**src/rtl/memstream_rd_sched.sv**
```systemverilog
// memstream_rd_sched: walks an address window of a 2-cycle-latency block RAM
// a configurable number of times and streams the words out with backpressure.
module memstream_rd_sched #(
   parameter int unsigned DWIDTH     = 18,
   parameter int unsigned AWIDTH     = 10,
   parameter int unsigned FIFO_DEPTH = 4
) (
   input  logic              clk,
   input  logic              rst_n,
   input  logic              start,
   input  logic              abort,
   input  logic [AWIDTH-1:0] cfg_base,
   input  logic [AWIDTH:0]   cfg_len,
   input  logic [15:0]       cfg_reps,
   output logic [AWIDTH-1:0] ram_addr,
   input  logic [DWIDTH-1:0] ram_rdq,
   output logic              m_tvalid,
   input  logic              m_tready,
   output logic [DWIDTH-1:0] m_tdata,
   output logic              busy,
   output logic              done
);
   localparam int unsigned PW = (FIFO_DEPTH > 1) ? $clog2(FIFO_DEPTH) : 1;
   localparam int unsigned CW = $clog2(FIFO_DEPTH + 1);
   localparam int unsigned SW = $clog2(FIFO_DEPTH + 4) + 1;
   localparam int unsigned LW = AWIDTH + 1;
   localparam int unsigned RW = 16;

   typedef enum logic [1:0] {S_IDLE, S_RUN, S_DRAIN} state_t;

   state_t            state_q, state_d;
   logic [AWIDTH-1:0] base_q, base_d;
   logic [LW-1:0]     len_q, len_d, off_q, off_d;
   logic [RW-1:0]     reps_q, reps_d, rep_q, rep_d;
   logic [AWIDTH-1:0] addr_q, addr_d;
   logic              iss_q, iss_d;
   logic [1:0]        vld_q, vld_d;
   logic [DWIDTH-1:0] mem_q [FIFO_DEPTH];
   logic [DWIDTH-1:0] mem_d [FIFO_DEPTH];
   logic [PW-1:0]     wr_q, wr_d, rd_q, rd_d;
   logic [CW-1:0]     cnt_q, cnt_d, cnt_left;
   logic              tvalid_q, tvalid_d;
   logic [DWIDTH-1:0] tdata_q, tdata_d;
   logic              busy_q, busy_d, done_q, done_d;

   logic              pop, push, flush, issue, idle;
   logic [AWIDTH-1:0] cur_base;
   logic [LW-1:0]     cur_len, cur_off;
   logic [RW-1:0]     cur_reps, cur_rep;
   logic              last_off, last_rep;
   logic [SW-1:0]     outstanding;

   assign pop  = tvalid_q & m_tready;
   assign push = vld_q[1];

   // Sequencer: job control, credit-based issue and window walk
   always_comb begin
      state_d  = state_q;
      base_d   = base_q;
      len_d    = len_q;
      reps_d   = reps_q;
      off_d    = off_q;
      rep_d    = rep_q;
      addr_d   = addr_q;
      iss_d    = 1'b0;
      busy_d   = busy_q;
      done_d   = 1'b0;
      flush    = 1'b0;
      issue    = 1'b0;
      idle     = (state_q == S_IDLE);
      cur_base = idle ? cfg_base : base_q;
      cur_len  = idle ? cfg_len  : len_q;
      cur_reps = idle ? cfg_reps : reps_q;
      cur_off  = idle ? '0 : off_q;
      cur_rep  = idle ? '0 : rep_q;
      last_off = (cur_off == cur_len - LW'(1));
      last_rep = (cur_reps != '0) && (cur_rep == cur_reps - RW'(1));
      // words that will be held in flight or buffered after this edge, before a new issue
      outstanding = SW'(cnt_q) - SW'(pop) + SW'(push) + SW'(vld_q[0]) + SW'(iss_q);

      case (state_q)
         S_IDLE: begin
            if (start) begin
               if (cfg_len == '0) begin
                  done_d = 1'b1;
               end else begin
                  base_d  = cfg_base;
                  len_d   = cfg_len;
                  reps_d  = cfg_reps;
                  issue   = 1'b1;
                  busy_d  = 1'b1;
                  state_d = (last_off && last_rep) ? S_DRAIN : S_RUN;
               end
            end
         end
         S_RUN: begin
            if (abort) begin
               flush   = 1'b1;
               busy_d  = 1'b0;
               state_d = S_IDLE;
            end else if (outstanding < SW'(FIFO_DEPTH)) begin
               issue = 1'b1;
               if (last_off && last_rep) state_d = S_DRAIN;
            end
         end
         S_DRAIN: begin
            if (abort) begin
               flush   = 1'b1;
               busy_d  = 1'b0;
               state_d = S_IDLE;
            end else if (done_q) begin
               busy_d  = 1'b0;
               state_d = S_IDLE;
            end else if (!iss_q && (vld_q == 2'b00) && (cnt_left == '0)) begin
               done_d = 1'b1;
            end
         end
         default: state_d = S_IDLE;
      endcase

      if (issue) begin
         addr_d = cur_base + AWIDTH'(cur_off);
         iss_d  = 1'b1;
         off_d  = last_off ? '0 : cur_off + LW'(1);
         rep_d  = last_off ? cur_rep + RW'(1) : cur_rep;
      end
   end

   // Latency tracking and output FIFO with a registered head word
   always_comb begin
      mem_d    = mem_q;
      wr_d     = wr_q;
      rd_d     = rd_q;
      vld_d    = {vld_q[0], iss_q};
      tdata_d  = tdata_q;
      cnt_left = cnt_q - CW'(pop);
      if (push) begin
         mem_d[wr_q] = ram_rdq;
         wr_d        = wr_q + PW'(1);
      end
      if (pop) rd_d = rd_q + PW'(1);
      cnt_d = cnt_left + CW'(push);
      if (cnt_left == '0) begin
         if (push) tdata_d = ram_rdq;
      end else begin
         tdata_d = mem_q[rd_d];
      end
      tvalid_d = (cnt_d != '0);
      if (flush) begin
         wr_d     = '0;
         rd_d     = '0;
         cnt_d    = '0;
         vld_d    = '0;
         tvalid_d = 1'b0;
      end
   end

   // Control and output registers
   always_ff @(posedge clk) begin
      if (!rst_n) begin
         state_q  <= S_IDLE;
         base_q   <= '0;
         len_q    <= '0;
         reps_q   <= '0;
         off_q    <= '0;
         rep_q    <= '0;
         addr_q   <= '0;
         iss_q    <= 1'b0;
         vld_q    <= '0;
         wr_q     <= '0;
         rd_q     <= '0;
         cnt_q    <= '0;
         tvalid_q <= 1'b0;
         tdata_q  <= '0;
         busy_q   <= 1'b0;
         done_q   <= 1'b0;
      end else begin
         state_q  <= state_d;
         base_q   <= base_d;
         len_q    <= len_d;
         reps_q   <= reps_d;
         off_q    <= off_d;
         rep_q    <= rep_d;
         addr_q   <= addr_d;
         iss_q    <= iss_d;
         vld_q    <= vld_d;
         wr_q     <= wr_d;
         rd_q     <= rd_d;
         cnt_q    <= cnt_d;
         tvalid_q <= tvalid_d;
         tdata_q  <= tdata_d;
         busy_q   <= busy_d;
         done_q   <= done_d;
      end
   end

   // FIFO storage; contents are qualified by the pointers, so no reset needed
   always_ff @(posedge clk) begin
      mem_q <= mem_d;
   end

   assign ram_addr = addr_q;
   assign m_tvalid = tvalid_q;
   assign m_tdata  = tdata_q;
   assign busy     = busy_q;
   assign done     = done_q;

endmodule
```
**config.mk**
```make
export PLATFORM = sky130hd
export DESIGN_NAME = memstream_rd_sched
export DESIGN_NICKNAME = d
export VERILOG_FILES = /design/src/rtl/memstream_rd_sched.sv
export SDC_FILE = /design/constraint.sdc
export NUM_CORES = 1
export LEC_CHECK = 0
export ABC_AREA = 0
export CAP_MARGIN = 0
export CORE_ASPECT_RATIO = 0.8
export CORE_MARGIN = 4
export CORE_UTILIZATION = 52
export CTS_CLUSTER_DIAMETER = 150
export CTS_CLUSTER_SIZE = 28
export DETAILED_ROUTE_END_ITERATION = 7
export PLACE_DENSITY_LB_ADDON = 0.12
export SETUP_SLACK_MARGIN = 0.4
export SLEW_MARGIN = 15
export SYNTH_ARGS = -nofsm -noshare
export SYNTH_HDL_FRONTEND = slang
export SYNTH_SLANG_ARGS = --single-unit
```
**constraint.sdc**
```tcl
create_clock -name clk -period 4.6 [get_ports clk]
set_input_delay 0.92 -clock clk [delete_from_list [all_inputs] [get_ports clk]]
set_output_delay 0.92 -clock clk [all_outputs]
set_load 0.01 [all_outputs]
```
Word level (Yosys, flattened, before mapping)
Cells that the tools add are included.
W data, S select, Z words.
Operators by class
  shifts and indexed selects: 0
  equality and inequality tests: 11
  $add $sub $neg: 13
  divide/modulo/power cells: 0
  bitwise gates (word level): 5
  $lt $le $gt $ge: 4
  reduce and logical (&&, ||, !) cells: 18
  multiply operators: 0
  mux-type cells: 45
Operators with widths (count)
  $mux W18: 5
  $bwmux W72: 1
  $mux W16: 3
  $bmux W18 S2: 1
  $demux W18 S2: 1
  $mux W11: 3
  $mux W2: 9
  $mux W1: 17
  $add A16 B1 Y16 const B: 1
  $eq A16 B16 Y1: 1
  $reduce_bool A16 Y1: 1
  $sub A16 B1 Y16 const B: 1
  $add A4 B1 Y4: 3
  $add A11 B1 Y11 const B: 1
  $eq A11 B11 Y1: 1
  $logic_not A11 Y1: 1
  $sub A11 B1 Y11 const B: 1
  $add A10 B10 Y10: 1
  $mux W10: 1
  $reduce_and A5 Y1: 2
  $ne A3 B3 Y1 const B: 3
  $ne A2 B2 Y1 const B: 4
  $ge A3 B3 Y1 const B: 2
  $not A2 Y3: 2
  other kinds (20): 30
Word-level totals
  memory bits (writable): 0
  bits in read-only memories: 0
  register bits: 179
  memories: 0
  logic and storage cells: 116
  latch bits: 0
  output and inout bits: 31

Logic depth before layout (Yosys ltp)
  depth after elaboration: 10
  depth in mapped cells: 21

Worst setup path after synthesis
Ideal clock, no wire load.
  path type: reg-to-reg
  start: register state_q[0]
  end: register rep_q[11]
  library setup time: 0.116 ns
  period minus slack after synthesis: 4.814 ns
  cell stages (with the launch flop): 20
  path buffers: 9
  path slack: -0.214 ns
  data arrival time: 4.698 ns
  cells stage by stage: dfxtp_1 > inv_1 > ha_1 > buf_4 > buf_4 > buf_4 > buf_2 > buf_2 > buf_1 > clkbuf_1 > buf_1 > mux2i_1 > ha_1 > o21ai_1 > or4_1 > a221o_1 > or2_1 > buf_6 > or3_1 > a41o_1
On the way
  longest elaborated chain between the ends: 5
RTL lines
  start: declaration: line 31  | state_t state_q, state_d;
  start signal: assignment: line 178  | state_q <= state_d;
  $logic_not A2 Y1: line 70, 81
  $mux W11: line 72  | cur_len = idle ? cfg_len : len_q;
  $sub A11 B1 Y11: line 76  | last_off = (cur_off == cur_len - LW'(1));
  $eq A11 B11 Y1: line 76
  $mux W16: line 125  | rep_d = last_off ? cur_rep + RW'(1) : cur_rep;
  end signal: assignment: line 183  | rep_q <= rep_d;
  end: declaration: line 34  | logic [RW-1:0] reps_q, reps_d, rep_q, rep_d;
Several ways; a longest one is shown, not always the timed one.
A chain may end at the register's enable or synchronous reset.

Worst setup path after layout
Ends and elaborated chain as after synthesis.

==> results.py <==
metrics = {
    "die": {
        "rows": 43,
        "fp.dieW_um": 159,
        "num_io_pins": 91,
        "start_util_pct": 53.9,
        "die_y_um": 129,
        "dieArea_um2": 20500,
        "core_area_um2": 17600,
    },
    "route": {
        "ant_nets": 0,
        "route.detailed.drc": 0,
        "dr.first_iter.drc_count": 419,
        "vias_per_cell": 5.70,
        "dr.pass1.iters": 5,
        "wl_um": 21600,
        "wl_per_cell_um": 17.3,
        "vias": 7122,
    },
    "synthesis": {
        "synthArstFlopShare_pct": 0,
        "syn_area_um2": 9500,
        "seq_area_frac_synth_pct": 45.3,
        "synth-edff-count": 72,
        "synth_ff_type": "dfxtp_1",
        "avgSynthCellArea_um2": 10.1,
        "ys_warn_count": 0,
        "syn_nets": 1034,
        "synth_cell_types": 68,
        "netlist_instances": 942,
        "synth-seq-cells": 179,
    },
    "clock_tree": {
        "clock-sinks": 179,
        "cts.htree.levels": 4,
        "ctsHoldBuffers": 0,
        "clk_latency_ns": 0.43,
        "tritoncts": "built",
        "cts_inserted_buffers": 17,
        "clock_path_buffers": 2,
        "ctsResizeCount": 0,
        "post-cts-setup-buffer-count": 0,
        "clk_pin_slew_ns": 0.08,
        "cts-root-buf": "clkbuf_16",
    },
    "timing": {
        "period_minus_slack_ns": 3.83,
        "max_slew_margin_pct": 31.7,
        "slew_viol_final": 0,
        "hold_violations": 0,
        "clock.fmax_ghz": 0.261,
        "rsz0062_at_grt": "no",
        "fin_crit_sh_pct": 83.3,
        "finalSetupViolations": 0,
        "worst_pin_slew_ns": 1.02,
        "fin_skew_ns": 0.0108,
        "setup_tns_ns": 0,
    },
    "worst_setup_path": {
        "crit_path_cell_trace": "inv_1 > ha_4 > inv_2 > mux2i_1 > xor2_1 > or3_1 > a221o_1 > or2_1 > or3_1 > a41o_1",
        "cp_max_fo": 54,
        "r2r_start": "state_q[0]$_SDFFE_PN0P_",
        "critical_path.startpoint_type": "flip-flop",
        "arrival_ns": 4.15,
        "cp_num_buf_inv": 2,
        "crit_family": "simple AND/OR/NAND/NOR gates",
        "end_kind": "flip-flop",
        "crit_required_ns": 4.92,
        "ff2ff_path_depth": 10,
        "cpPeakStageDelay_ns": 0.57,
        "rrSetupSlack_ns": 0.77,
        "r2r_end": "rep_q[11]$_SDFFE_PN0P_",
        "path_class": "flip-flop to flip-flop",
        "cp_slowest_cell": "ha_4",
        "crit_top_cell": "or3_1",
    },
    "cells_and_area": {
        "n_antenna_cell": 0,
        "fillers": 1470,
        "nNetsFinal": 1103,
        "multi_input_area_um2": 4940,
        "finalNonFillerCells": 1249,
        "areaGrowthSynthToFinish_pct": 17.8,
        "seqCellArea_um2": 4300,
        "drive_above_1_share_pct": 9.28,
    },
    "global_route": {
        "grt_pass1_wl_um": 35500,
        "grt_overflow": 0,
        "grt_use_total_pct": 21.4,
        "first_global_vias": 6775,
        "grt_max_degree": 72,
        "antenna_found_initial": 0,
    },
    "worst_hold_path": {
        "whs_path_depth": 2,
        "min_to": "base_q[2]$_SDFFE_PN0P_",
        "hold_start": "base_q[2]$_SDFFE_PN0P_",
        "min_path_type": "flip-flop to flip-flop",
    },
    "power_and_ir_drop": {
        "p_leak_uw": 0.00427,
        "peakVddDrop_uv": 229,
        "p_total_uw": 4540,
        "power_per_cell_area_nw_per_um2": 406,
    },
    "placed_design": {
        "port_buffers": 90,
        "place_hpwl_um": 14600,
        "gp_congestion": 0.862,
        "place_inst": 1217,
    },
    "run_status": {
        "outcome": "finished, final reports clean",
    },
    "job": {
        "maxCapViolCount": 0,
    },
}
layer usage:
metal,vias to the layer above,global-route usage [%],wire length [um]
li1,3561,-,-
met1,3418,31.3,10900
met5,-,0,0
met2,124,33.2,9640
met4,0,5.97,276
met3,19,3.87,781
sequential cells by signal (all words and copies together) (netlist names), 3 cells and up:
name	count
m_tdata	18
len_q	11
base_q	10
reps_q	16
rep_q	16
cnt_q	3
mem_q	72
ram_addr	10
off_q	11
tightest hold or removal path, stage by stage, from the launching register on:
cell and delay, ns:
dfxtp_1 0.31, nand2_1 0.05, a21boi_0 0.06
placed cells by master (no fill, tap or decap), types with 9 or more instances in the layout:
| cell | instances |
|---|---|
| ha_1 | 29 |
| clkbuf_16 | 17 |
| and2_1 | 14 |
| a21oi_1 | 21 |
| xor2_1 | 18 |
| xnor2_1 | 36 |
| nand2_1 | 157 |
| nand3_1 | 30 |
| nor2_1 | 27 |
| mux4_2 | 18 |
| o211a_1 | 21 |
| dfxtp_1 | 107 |
| nand4_1 | 11 |
| o22ai_1 | 11 |
| mux2i_1 | 41 |
| mux2_2 | 9 |
| inv_1 | 20 |
| nor3_1 | 30 |
| o21ai_0 | 34 |
| clkdlybuf4s50_1 | 89 |
| nor2b_1 | 14 |
| and3_1 | 12 |
| a21boi_0 | 50 |
| edfxtp_1 | 72 |
| nor3b_1 | 13 |
| buf_4 | 13 |
worst max-delay path by stage:
stage / slack (ns) / startpoint / depth (start not counted) / endpoint
detailed placement: 0.40 / m_tready / 15 / rep_q[3]$_SDFFE_PN0P_
global placement: 0.45 / m_tready / 15 / rep_q[1]$_SDFFE_PN0P_
finish: 0.77 / state_q[0]$_SDFFE_PN0P_ / 10 / rep_q[11]$_SDFFE_PN0P_
floorplan: 0.42 / state_q[0]$_SDFFE_PN0P_ / 19 / rep_q[11]$_SDFFE_PN0P_
global route: 0.49 / state_q[0]$_SDFFE_PN0P_ / 12 / state_q[1]$_SDFFE_PN0P_
CTS: 0.79 / state_q[0]$_SDFFE_PN0P_ / 10 / rep_q[11]$_SDFFE_PN0P_
layout make-up:
class	instances	area share [%]
well taps	225	2.51
clock buffers	17	3.80
clock inverters	15	1.25
repair buffers	104	9.19
multi-input cells	688	44.1
inverters	21	0.704
flip-flops and latches	179	38.4
synth_stat cells, types with 18 or more instances:
cell        n  share of area [%]
edfxtp_1   72                 23
o21ai_0    34                1.8
nand2_1   157                6.2
ha_1       30                3.9
dfxtp_1   107                 23
nor2_1     28                1.1
clkbuf_1   38                1.5
xnor2_1    36                3.3
nor3_1     30                1.6
mux2i_1    41                4.3
xor2_1     19                1.8
a21boi_0   50                3.9
a21oi_1    21                1.1
nand3_1    30                1.6
inv_1      20               0.79
o211a_1    21                2.2
mux4_2     18                4.3
per-stage QoR:
stage	cell area [um^2]	hold slack, ns	setup slack [ns]	utilization, %
floorplan	9530	0.436	0.416	-
global placement	10600	0.450	0.454	60.2
detailed placement	10600	0.457	0.403	60.2
CTS	11200	0.468	0.790	63.4
global route	11200	0.489	0.489	63.4
finish	11200	0.463	0.769	63.4
logic make-up (layout without fill, tap and decap cells):
kind of cell	after synthesis	count (layout)	share of synthesized area, %
AOI/OAI and AO/OA	179	179	13.4
xor gates and xnor gates	56	56	5.24
adders and majority gates	32	32	4.37
buffers and inverters	75	157	3.28
DFF	179	179	45.3
muxes	68	68	9.65
and+or+nand+nor	353	353	18.7
where the power goes:
group / total [uW] / switching (uW) / leakage, uW / internal [uW]
Clock: 1410 / 693 / 0.000276 / 719
Sequential: 1840 / 78.0 / 0.00152 / 1760
Combinational: 1290 / 680 / 0.00247 / 609
Total: 4540 / 1450 / 0.00427 / 3090
No activity file was read; power rests on OpenSTA's default activity.
